--- config.mk ---
export PLATFORM = sky130hd
export DESIGN_NAME = jt12_kon_sched_flat
export DESIGN_NICKNAME = d
export VERILOG_FILES = /design/src/rtl/jt12_kon_sched_if.sv /design/src/rtl/jt12_kon_sched.sv /design/src/flat_wrapper.sv
export SDC_FILE = /design/constraint.sdc
export NUM_CORES = 1
export LEC_CHECK = 0
export BUFFER_PORTS_ARGS = -buffer_cell sky130_fd_sc_hd__buf_2
export CAP_MARGIN = 20
export CORE_AREA = 2 2 68 102
export DETAILED_ROUTE_END_ITERATION = 6
export DIE_AREA = 0 0 70 104
export PLACE_DENSITY = 0.67
export SYNTH_ARGS = -nofsm -noshare
export SYNTH_HDL_FRONTEND = slang
export SYNTH_SLANG_ARGS = --single-unit
--- constraint.sdc ---
create_clock -name clk -period 3.41 [get_ports clk]
set_clock_uncertainty 0.15 [all_clocks]
set_input_delay 1.023 -clock clk [delete_from_list [all_inputs] [get_ports clk]]
set_output_delay 1.023 -clock clk [all_outputs]
set_load 0.01 [all_outputs]
--- src/rtl/jt12_kon_sched_if.sv ---
// CPU key-on write port and serialized key-on output of the EG key-on scheduler.
interface jt12_kon_sched_if #(parameter int DEPTH = 4);
    logic                     clk_en;
    logic                     zero;
    logic                     wr;
    logic [2:0]               wr_ch;
    logic [3:0]               wr_op;
    logic                     full;
    logic                     overflow;
    logic [$clog2(DEPTH):0]   pending;
    logic [4:0]               slot;
    logic                     keyon_I;

    modport master (
        output clk_en, zero, wr, wr_ch, wr_op,
        input  full, overflow, pending, slot, keyon_I
    );

    modport slave (
        input  clk_en, zero, wr, wr_ch, wr_op,
        output full, overflow, pending, slot, keyon_I
    );
endinterface

--- src/rtl/jt12_kon_sched.sv ---
// Buffers CPU key-on writes, commits at most one per sample at slot 23,
// and serializes the 6x4 key-on array into the 24-slot EG order.
module jt12_kon_sched #(
    parameter int DEPTH = 4
) (
    input  logic             clk,
    input  logic             rst_n,
    jt12_kon_sched_if.slave  bus
);
    localparam int AW = $clog2(DEPTH);

    typedef struct packed {
        logic [2:0] cidx;
        logic [3:0] mask;
    } kon_req_t;

    kon_req_t        fifo [DEPTH];
    kon_req_t        head;
    logic [AW-1:0]   wptr, rptr;
    logic [AW:0]     count;
    logic [4:0]      slot;
    logic [5:0][3:0] kon;
    logic            overflow, keyon;

    logic [2:0] wr_cidx;
    logic       ch_ok;
    logic [4:0] rel;
    logic [1:0] sel_bit;
    logic       boundary, empty, full, pop, push_req, push, drop;

    always_comb begin
        ch_ok   = 1'b1;
        wr_cidx = 3'd0;
        case (bus.wr_ch)
            3'd0:    wr_cidx = 3'd0;
            3'd1:    wr_cidx = 3'd1;
            3'd2:    wr_cidx = 3'd2;
            3'd4:    wr_cidx = 3'd3;
            3'd5:    wr_cidx = 3'd4;
            3'd6:    wr_cidx = 3'd5;
            default: ch_ok   = 1'b0;
        endcase
    end

    // Slot groups run S1, S3, S2, S4, i.e. mask bits 0, 2, 1, 3.
    always_comb begin
        if (slot < 5'd6) begin
            rel     = slot;
            sel_bit = 2'd0;
        end else if (slot < 5'd12) begin
            rel     = slot - 5'd6;
            sel_bit = 2'd2;
        end else if (slot < 5'd18) begin
            rel     = slot - 5'd12;
            sel_bit = 2'd1;
        end else begin
            rel     = slot - 5'd18;
            sel_bit = 2'd3;
        end
    end

    assign head     = fifo[rptr];
    assign empty    = (count == '0);
    assign full     = (count == (AW+1)'(DEPTH));
    assign boundary = bus.clk_en & (slot == 5'd23) & ~bus.zero;
    assign pop      = boundary & ~empty;
    assign push_req = bus.wr & ch_ok;
    assign push     = push_req & (~full | pop);
    assign drop     = push_req & full & ~pop;

    always_ff @(posedge clk) begin
        if (push)
            fifo[wptr] <= '{cidx: wr_cidx, mask: bus.wr_op};
    end

    always_ff @(posedge clk or negedge rst_n) begin
        if (!rst_n) begin
            wptr     <= '0;
            rptr     <= '0;
            count    <= '0;
            slot     <= '0;
            kon      <= '0;
            overflow <= 1'b0;
            keyon    <= 1'b0;
        end else begin
            if (push)
                wptr <= wptr + 1'b1;
            if (pop) begin
                rptr           <= rptr + 1'b1;
                kon[head.cidx] <= head.mask;
            end
            if (push && !pop)
                count <= count + 1'b1;
            else if (pop && !push)
                count <= count - 1'b1;
            if (drop)
                overflow <= 1'b1;
            // Output uses the pre-commit array, so a commit shows from the next sample.
            if (bus.clk_en) begin
                keyon <= kon[rel[2:0]][sel_bit];
                if (bus.zero || slot == 5'd23)
                    slot <= '0;
                else
                    slot <= slot + 1'b1;
            end
        end
    end

    assign bus.full     = full;
    assign bus.overflow = overflow;
    assign bus.pending  = count;
    assign bus.slot     = slot;
    assign bus.keyon_I  = keyon;
endmodule

--- src/flat_wrapper.sv ---
// flat-port wrapper written by rule: the top's interface ports become plain ports
module jt12_kon_sched_flat 
#(
    parameter int DEPTH = 4
)
  (clk, rst_n, bus_clk_en, bus_zero, bus_wr, bus_wr_ch, bus_wr_op, bus_full, bus_overflow, bus_pending, bus_slot, bus_keyon_I);
  jt12_kon_sched_if #(.DEPTH(DEPTH)) bus_i ();
  input  logic clk;
  input  logic rst_n;
  input wire logic [$bits(bus_i.clk_en)-1:0] bus_clk_en;
  input wire logic [$bits(bus_i.zero)-1:0] bus_zero;
  input wire logic [$bits(bus_i.wr)-1:0] bus_wr;
  input wire logic [$bits(bus_i.wr_ch)-1:0] bus_wr_ch;
  input wire logic [$bits(bus_i.wr_op)-1:0] bus_wr_op;
  output wire logic [$bits(bus_i.full)-1:0] bus_full;
  output wire logic [$bits(bus_i.overflow)-1:0] bus_overflow;
  output wire logic [$bits(bus_i.pending)-1:0] bus_pending;
  output wire logic [$bits(bus_i.slot)-1:0] bus_slot;
  output wire logic [$bits(bus_i.keyon_I)-1:0] bus_keyon_I;
  assign bus_i.clk_en = bus_clk_en;
  assign bus_i.zero = bus_zero;
  assign bus_i.wr = bus_wr;
  assign bus_i.wr_ch = bus_wr_ch;
  assign bus_i.wr_op = bus_wr_op;
  assign bus_full = bus_i.full;
  assign bus_overflow = bus_i.overflow;
  assign bus_pending = bus_i.pending;
  assign bus_slot = bus_i.slot;
  assign bus_keyon_I = bus_i.keyon_I;
  jt12_kon_sched #(.DEPTH(DEPTH)) u_core (.clk(clk), .rst_n(rst_n), .bus(bus_i));
endmodule
* Yosys cells after proc, flatten, opt, wreduce, memory -nomap -nowiden *
Memories as Yosys holds them, arrays and structs flattened.
Cells that the tools add are included.

storage, ports and cells
  register bits after elaboration = 38
  latch bits = 0
  RAM bits = 28
  memory bits (read-only) = 0
  input bits = 12
  output and inout bits = 11
  word-level logic and storage cells = 77
  memories kept = 1

cells by class
  add/subtract/negate cells = 8
  multiply operators = 0
  div/mod/pow operators = 0
  order comparisons = 7
  eq/ne operators = 7
  shift operators = 0
  muxes and demuxes = 20
  bitwise gates (word level) = 12
  reductions and logical operators = 10

memory list
  memory       depth  bits a word  read ports  clocked after memory_dff  write ports  RTL line              text
  u_core.fifo  4      7            1           0                         1            jt12_kon_sched.sv:17  kon_req_t fifo [DEPTH];

operator list
  cell                                                 count
  bitwise mux 24 bit                                   1
  two-way mux 3 bit                                    5
  one-hot mux 3 bit (5 select lines)                   1
  binary-select mux 4 bit (select 3 bit)               1
  demux 4 bit (select 3 bit)                           1
  == test 3 bit (second input constant)                4
  < comparator 3 x 4 -> 1 bit (second input constant)  2
  two-way mux 4 bit                                    2
  AND 1 bit                                            7
  zero test 3 bit                                      2
  two-way mux 2 bit                                    3
  OR reduction 6 bit                                   1
  subtractor 3 bit (second input constant)             2
  adder 5 x 1 -> 5 bit (second input constant)         1
  == test 5 bit (second input constant)                1
  < comparator 5 x 3 -> 1 bit (second input constant)  1
  < comparator 5 x 4 -> 1 bit (second input constant)  1
  < comparator 5 bit (second input constant)           1
  two-way mux 5 bit                                    1
  adder 2 x 1 -> 2 bit (second input constant)         2
  two-way mux 1 bit                                    4
  inverter 1 bit                                       4
  adder 3 x 1 -> 3 bit (second input constant)         1
  == test 3 x 1 -> 1 bit (second input constant)       1
  other kinds (11)                                     14

* Logic depth before layout (Yosys ltp) *
  word-level depth = 10
  mapped depth = 10

* Worst setup path before layout *
Ideal clock, no wire load.

  kind = input -> register
  start point = input port bus_zero
  end point = register u_core.count[2] (netlist: u_core.bus.pending[2])
  setup time = 0.079 ns
  arrival time = 2.779 ns
  required time = 3.181 ns
  slack = 0.401 ns
  stages on the path = 9
  path buffers = 0
  cells stage by stage = nand2b_1 > o31a_1 > nor2_1 > ha_1 > inv_1 > fa_1 > xor2_1 > nor2_1 > xor2_1

between the ends
  longest elaborated chain between the ends = 8
  elaborated cells on any way between the ends = 11
  classes of those cells = mux (1); bitwise (5); reduce/logical (5)

ends and longest elaborated chain
  what                          RTL line              text
  start, declared               flat_wrapper.sv:11    input wire logic [$bits(bus_i.zero)-1:0] bus_zero;
  inverter 1 bit (*)            jt12_kon_sched.sv:65  assign boundary = bus.clk_en & (slot == 5'd23) & ~bus.zero;
  AND 1 bit (*)                 jt12_kon_sched.sv:65
  AND 1 bit (*)                 jt12_kon_sched.sv:66  assign pop = boundary & ~empty;
  bitwise OR 1 bit (*)          jt12_kon_sched.sv:68  assign push = push_req & (~full | pop);
  AND 1 bit (*)                 jt12_kon_sched.sv:68
  via u_core.push               jt12_kon_sched.sv:29  logic boundary, empty, full, pop, push_req, push, drop;
  zero test 1 bit               jt12_kon_sched.sv:94  else if (pop && !push)
  logical AND 1 bit             jt12_kon_sched.sv:94
  nonzero test 2 bit (no line)  n/a
  end signal, assigned          jt12_kon_sched.sv:93  count <= count + 1'b1;
  end signal, assigned          jt12_kon_sched.sv:95  count <= count - 1'b1;
  end, declared                 jt12_kon_sched.sv:20  logic [AW:0] count;

Mark *: on every way through the listed nets, which the timed path passes. The rest lies on a longest branch.
A chain may end at the register's enable or synchronous reset.

* Worst setup path in the final report *
  start point = input port bus_clk_en
  end point = register u_core.count[2] (netlist: u_core.bus.pending[2])

between the ends
  longest elaborated chain between the ends = 8
  elaborated cells on any way between the ends = 11
  classes of those cells = mux (1); bitwise (5); reduce/logical (5)

ends and longest elaborated chain
  what                          RTL line              text
  start, declared               flat_wrapper.sv:10    input wire logic [$bits(bus_i.clk_en)-1:0] bus_clk_en;
  AND 1 bit (*) (2 in a row)    jt12_kon_sched.sv:65
  AND 1 bit (*)                 jt12_kon_sched.sv:66
  bitwise OR 1 bit (*)          jt12_kon_sched.sv:68
  AND 1 bit (*)                 jt12_kon_sched.sv:68
  via u_core.push               jt12_kon_sched.sv:29
  zero test 1 bit               jt12_kon_sched.sv:94
  logical AND 1 bit             jt12_kon_sched.sv:94
  nonzero test 2 bit (no line)  n/a

Marked as above.

==> results.json <==
{
  "portBuffers": 22,
  "ys_seq_elements": 66,
  "die_w_um": 70,
  "cell_variety_after_synth": 45,
  "post_synth_instance_area_um2": 3133,
  "area_growth_pct": 13.94,
  "clock_tree.buffer_depth": 2,
  "synth.mux.area_fraction_pct": 20.65,
  "via_count": 1764,
  "grt_pass1_wl_um": 8811,
  "status": "complete, no violations",
  "setup_violations": 0,
  "synthXorXnorAreaFrac_pct": 1.957,
  "core_area_um2": 6396,
  "timing.critical_path.from_type": "input port",
  "start_util_pct": 48.98,
  "grt_pass1_vias": 1798,
  "ctsHtreeMaxLevel": 3,
  "core.rowCount": 36,
  "holdCritPathClass": "reg2reg",
  "slew-limit-headroom_pct": 44.55,
  "worst_setup_hold_path_clk_slew_ps": 70,
  "final.fill_count": 532,
  "tightestPinTransition_ps": 831.8,
  "netlist_top_cells_area": "sky130_fd_sc_hd__dfrtp_1 30%, sky130_fd_sc_hd__edfxtp_1 27%, sky130_fd_sc_hd__mux4_2 10%, sky130_fd_sc_hd__mux2_2 5.8%, sky130_fd_sc_hd__mux2_4 3.8%",
  "number_of_setup_buffers_added_after_cts": 0,
  "io_pins": 23,
  "seq_area_frac_synth_pct": 57.19,
  "yosys.area_share.adder_pct": 3.834,
  "pwr_cell_area_nw_per_um2": 595.4,
  "synthesized_area_fraction_occupied_by_and_or_nand_nor_cells_pct": 9.585,
  "postSynthNetCount": 223,
  "layout_min_cycle_time_ps": 2694,
  "ctsRootBufferMaster": "sky130_fd_sc_hd__clkbuf_8",
  "avgViaCountPerCell": 5.618,
  "count_of_clock_tree_sinks": 66,
  "initial_antenna_violation_count": 0,
  "synth_common_cells": "38 x sky130_fd_sc_hd__dfrtp_1, 28 x sky130_fd_sc_hd__edfxtp_1, 16 x sky130_fd_sc_hd__mux2_2",
  "floorplan.die_area_um2": 7280,
  "avg_cell_area_syn_um2": 15.51,
  "cp.required_ps": 3540,
  "hold_slack_ps": 308.3,
  "count_of_hold_fix_buffers_inserted_at_cts": 0,
  "static-leakage-power_nw": 1.543,
  "num-nets-final": 254,
  "ir_worst_vdd_mv": 0.4230,
  "yosys_warnings": 0,
  "arrival_ps": 2820,
  "edff_count_synth": 28,
  "total_negative_setup_slack_ps": 0,
  "cts_buffers": 9,
  "max_freq_mhz": 371.3,
  "asyncSetResetFlopFracSynth_pct": 57.58,
  "ant_nets": 0,
  "finalWeightedCongestion": 0.7797,
  "detailedRoute.firstIterationViolations": 83,
  "syn_inst": 202,
  "synth_top_area_share_pct": 30.35,
  "synth-compound-area-share_pct": 4.553,
  "drv_slew": 0,
  "unrepaired_setup_endpoints_after_global_routing": "false",
  "synth.largest_area_cell": "sky130_fd_sc_hd__dfrtp_1",
  "share_of_final_layout_standard_cells_stronger_than_drive_strength_1_pct": 38.24,
  "wl_um": 5256,
  "layout_setup_ws_ps": 716.4,
  "post-route-period-util_pct": 78.99,
  "grt_max_degree": 39,
  "timing.critical_path.cells": "buf_2 -> nand2b_1 -> o31a_1 -> nor2_1 -> ha_1 -> inv_1 -> fa_1 -> xor2_1 -> nor2_1 -> xor2_1",
  "worst_path_maximum_fanout": 11,
  "worst_setup_path_end_kind": "flop",
  "clock_insertion_delay_worst_skew_ps": 350,
  "max_cap_violations": 0,
  "die_extent_in_y_um": 104,
  "grt_overflow": 0,
  "route.detailed.drc": 0,
  "drt_first_pass_iters": 4,
  "hold_vio_cnt_final": 0,
  "cts_repair_resize_count": 0,
  "crit_path_max_incr_delay_ps": 370,
  "routedWlPerCell_um": 16.74,
  "place.detailed.hpwl_um": 3854,
  "antenna_cells": 0,
  "cpMaxStageDelayCell": "sky130_fd_sc_hd__fa_1",
  "place_ws_ps": 356.9,
  "synth_top_family_by_area": "multiplexers",
  "clock_tree_from_tritoncts": "done",
  "yosys.cell_count.top_type": "sky130_fd_sc_hd__dfrtp_1",
  "yosys_most_used_dff": "sky130_fd_sc_hd__dfrtp_1",
  "global_route.usage.total_pct": 16.41,
  "timing_worst_setup_path_type": "in2reg"
}
==> cell type report <==
| cell class | instances | area [um^2] | area share, % |
|---|---|---|---|
| sequential | 66 | 1792 | 50.19 |
| multi-input combinational | 120 | 1271 | 35.61 |
| timing repair buffer | 26 | 140.1 | 3.926 |
| clock buffer | 11 | 131.4 | 3.680 |
| clock inverter | 5 | 102.6 | 2.874 |
| tap | 76 | 95.09 | 2.664 |
| inverter | 10 | 37.54 | 1.052 |
==> cells by family after synthesis <==
kind of cell / after synthesis
compound gates: 21
mux: 41
xor+xnor: 7
simple gates: 42
buf+inv: 16
fa+ha+maj: 9
flops: 66
==> worst paths after layout <==
kind	startpoint	endpoint	slack [ps]	cells past startpoint
min in group asynchronous	rst_n	u_core.bus.slot[3]$_DFFE_PN0P_	620	1
hold / removal	u_core.bus.overflow$_DFFE_PN0P_	u_core.bus.overflow$_DFFE_PN0P_	310	1
max in group asynchronous	rst_n	u_core.kon[6]$_DFFE_PN0P_	1960	1
setup reg to reg	u_core.bus.slot[0]$_DFFE_PN0P_	u_core.bus.pending[2]$_DFFE_PN0P_	920	10
setup / recovery	bus_clk_en	u_core.bus.pending[2]$_DFFE_PN0P_	720	10
hold reg to reg	u_core.bus.overflow$_DFFE_PN0P_	u_core.bus.overflow$_DFFE_PN0P_	310	1
==> where the power goes <==
group / total, mW / switching, mW / internal, mW / leakage [nW]
Sequential: 0.994 / 0.0628 / 0.932 / 0.769
Clock: 0.773 / 0.289 / 0.485 / 0.114
Combinational: 0.358 / 0.201 / 0.157 / 0.661
==> worst max-delay path, delay by kind of cell <==
family                     cells  cell delay, ps
adders and majority gates      2             570
buffers and inverters          2             240
AOI/OAI and AO/OA              1             290
xor gates and xnor gates       2             290
and+or+nand+nor                3             410
==> sequential cells by signal (all words and copies together), names as in the netlist <==
signal / cells
u_core.bus.overflow: 1
u_core.fifo: 28
u_core.wptr: 2
u_core.bus.keyon_I: 1
u_core.rptr: 2
u_core.bus.slot: 5
u_core.bus.pending: 3
u_core.kon: 24
==> layout by cell type (no fill, tap or decap), types with 2 or more instances in the layout <==
master	count
sky130_fd_sc_hd__dfrtp_1	38
sky130_fd_sc_hd__edfxtp_1	28
sky130_fd_sc_hd__buf_2	22
sky130_fd_sc_hd__mux2_2	16
sky130_fd_sc_hd__mux4_2	14
sky130_fd_sc_hd__nand2_1	11
sky130_fd_sc_hd__inv_1	10
sky130_fd_sc_hd__clkbuf_8	9
sky130_fd_sc_hd__mux2_4	8
sky130_fd_sc_hd__ha_1	8
sky130_fd_sc_hd__o21ai_0	7
sky130_fd_sc_hd__nand2b_1	5
sky130_fd_sc_hd__nor2_1	4
sky130_fd_sc_hd__xnor2_1	4
sky130_fd_sc_hd__and2_1	4
sky130_fd_sc_hd__buf_4	4
sky130_fd_sc_hd__xor2_1	3
sky130_fd_sc_hd__bufinv_16	3
sky130_fd_sc_hd__a21boi_0	2
sky130_fd_sc_hd__nor3b_1	2
sky130_fd_sc_hd__mux2i_1	2
sky130_fd_sc_hd__nand2_2	2
sky130_fd_sc_hd__nor3b_4	2
sky130_fd_sc_hd__nand3b_4	2
sky130_fd_sc_hd__a21oi_1	2
sky130_fd_sc_hd__nand3_1	2
sky130_fd_sc_hd__clkbuf_1	2
==> per-layer routing <==
layer	wire, um	GRT usage (%)
met1	1991	17.81
met5	0	0
met3	198	5.523
met4	221	11.13
met2	2846	26.73
==> stage by stage <==
stage	util (%)	power (mW)	cells	instance area, um^2
after floorplan	-	1.252	202	3133
after global placement	52.15	1.369	298	3336
after detailed placement	52.15	1.378	298	3336
after CTS	55.81	2.156	314	3570
after global routing	55.81	2.240	314	3570
final	55.81	2.125	314	3570
Note: power is estimated with default switching activity, not from simulation.
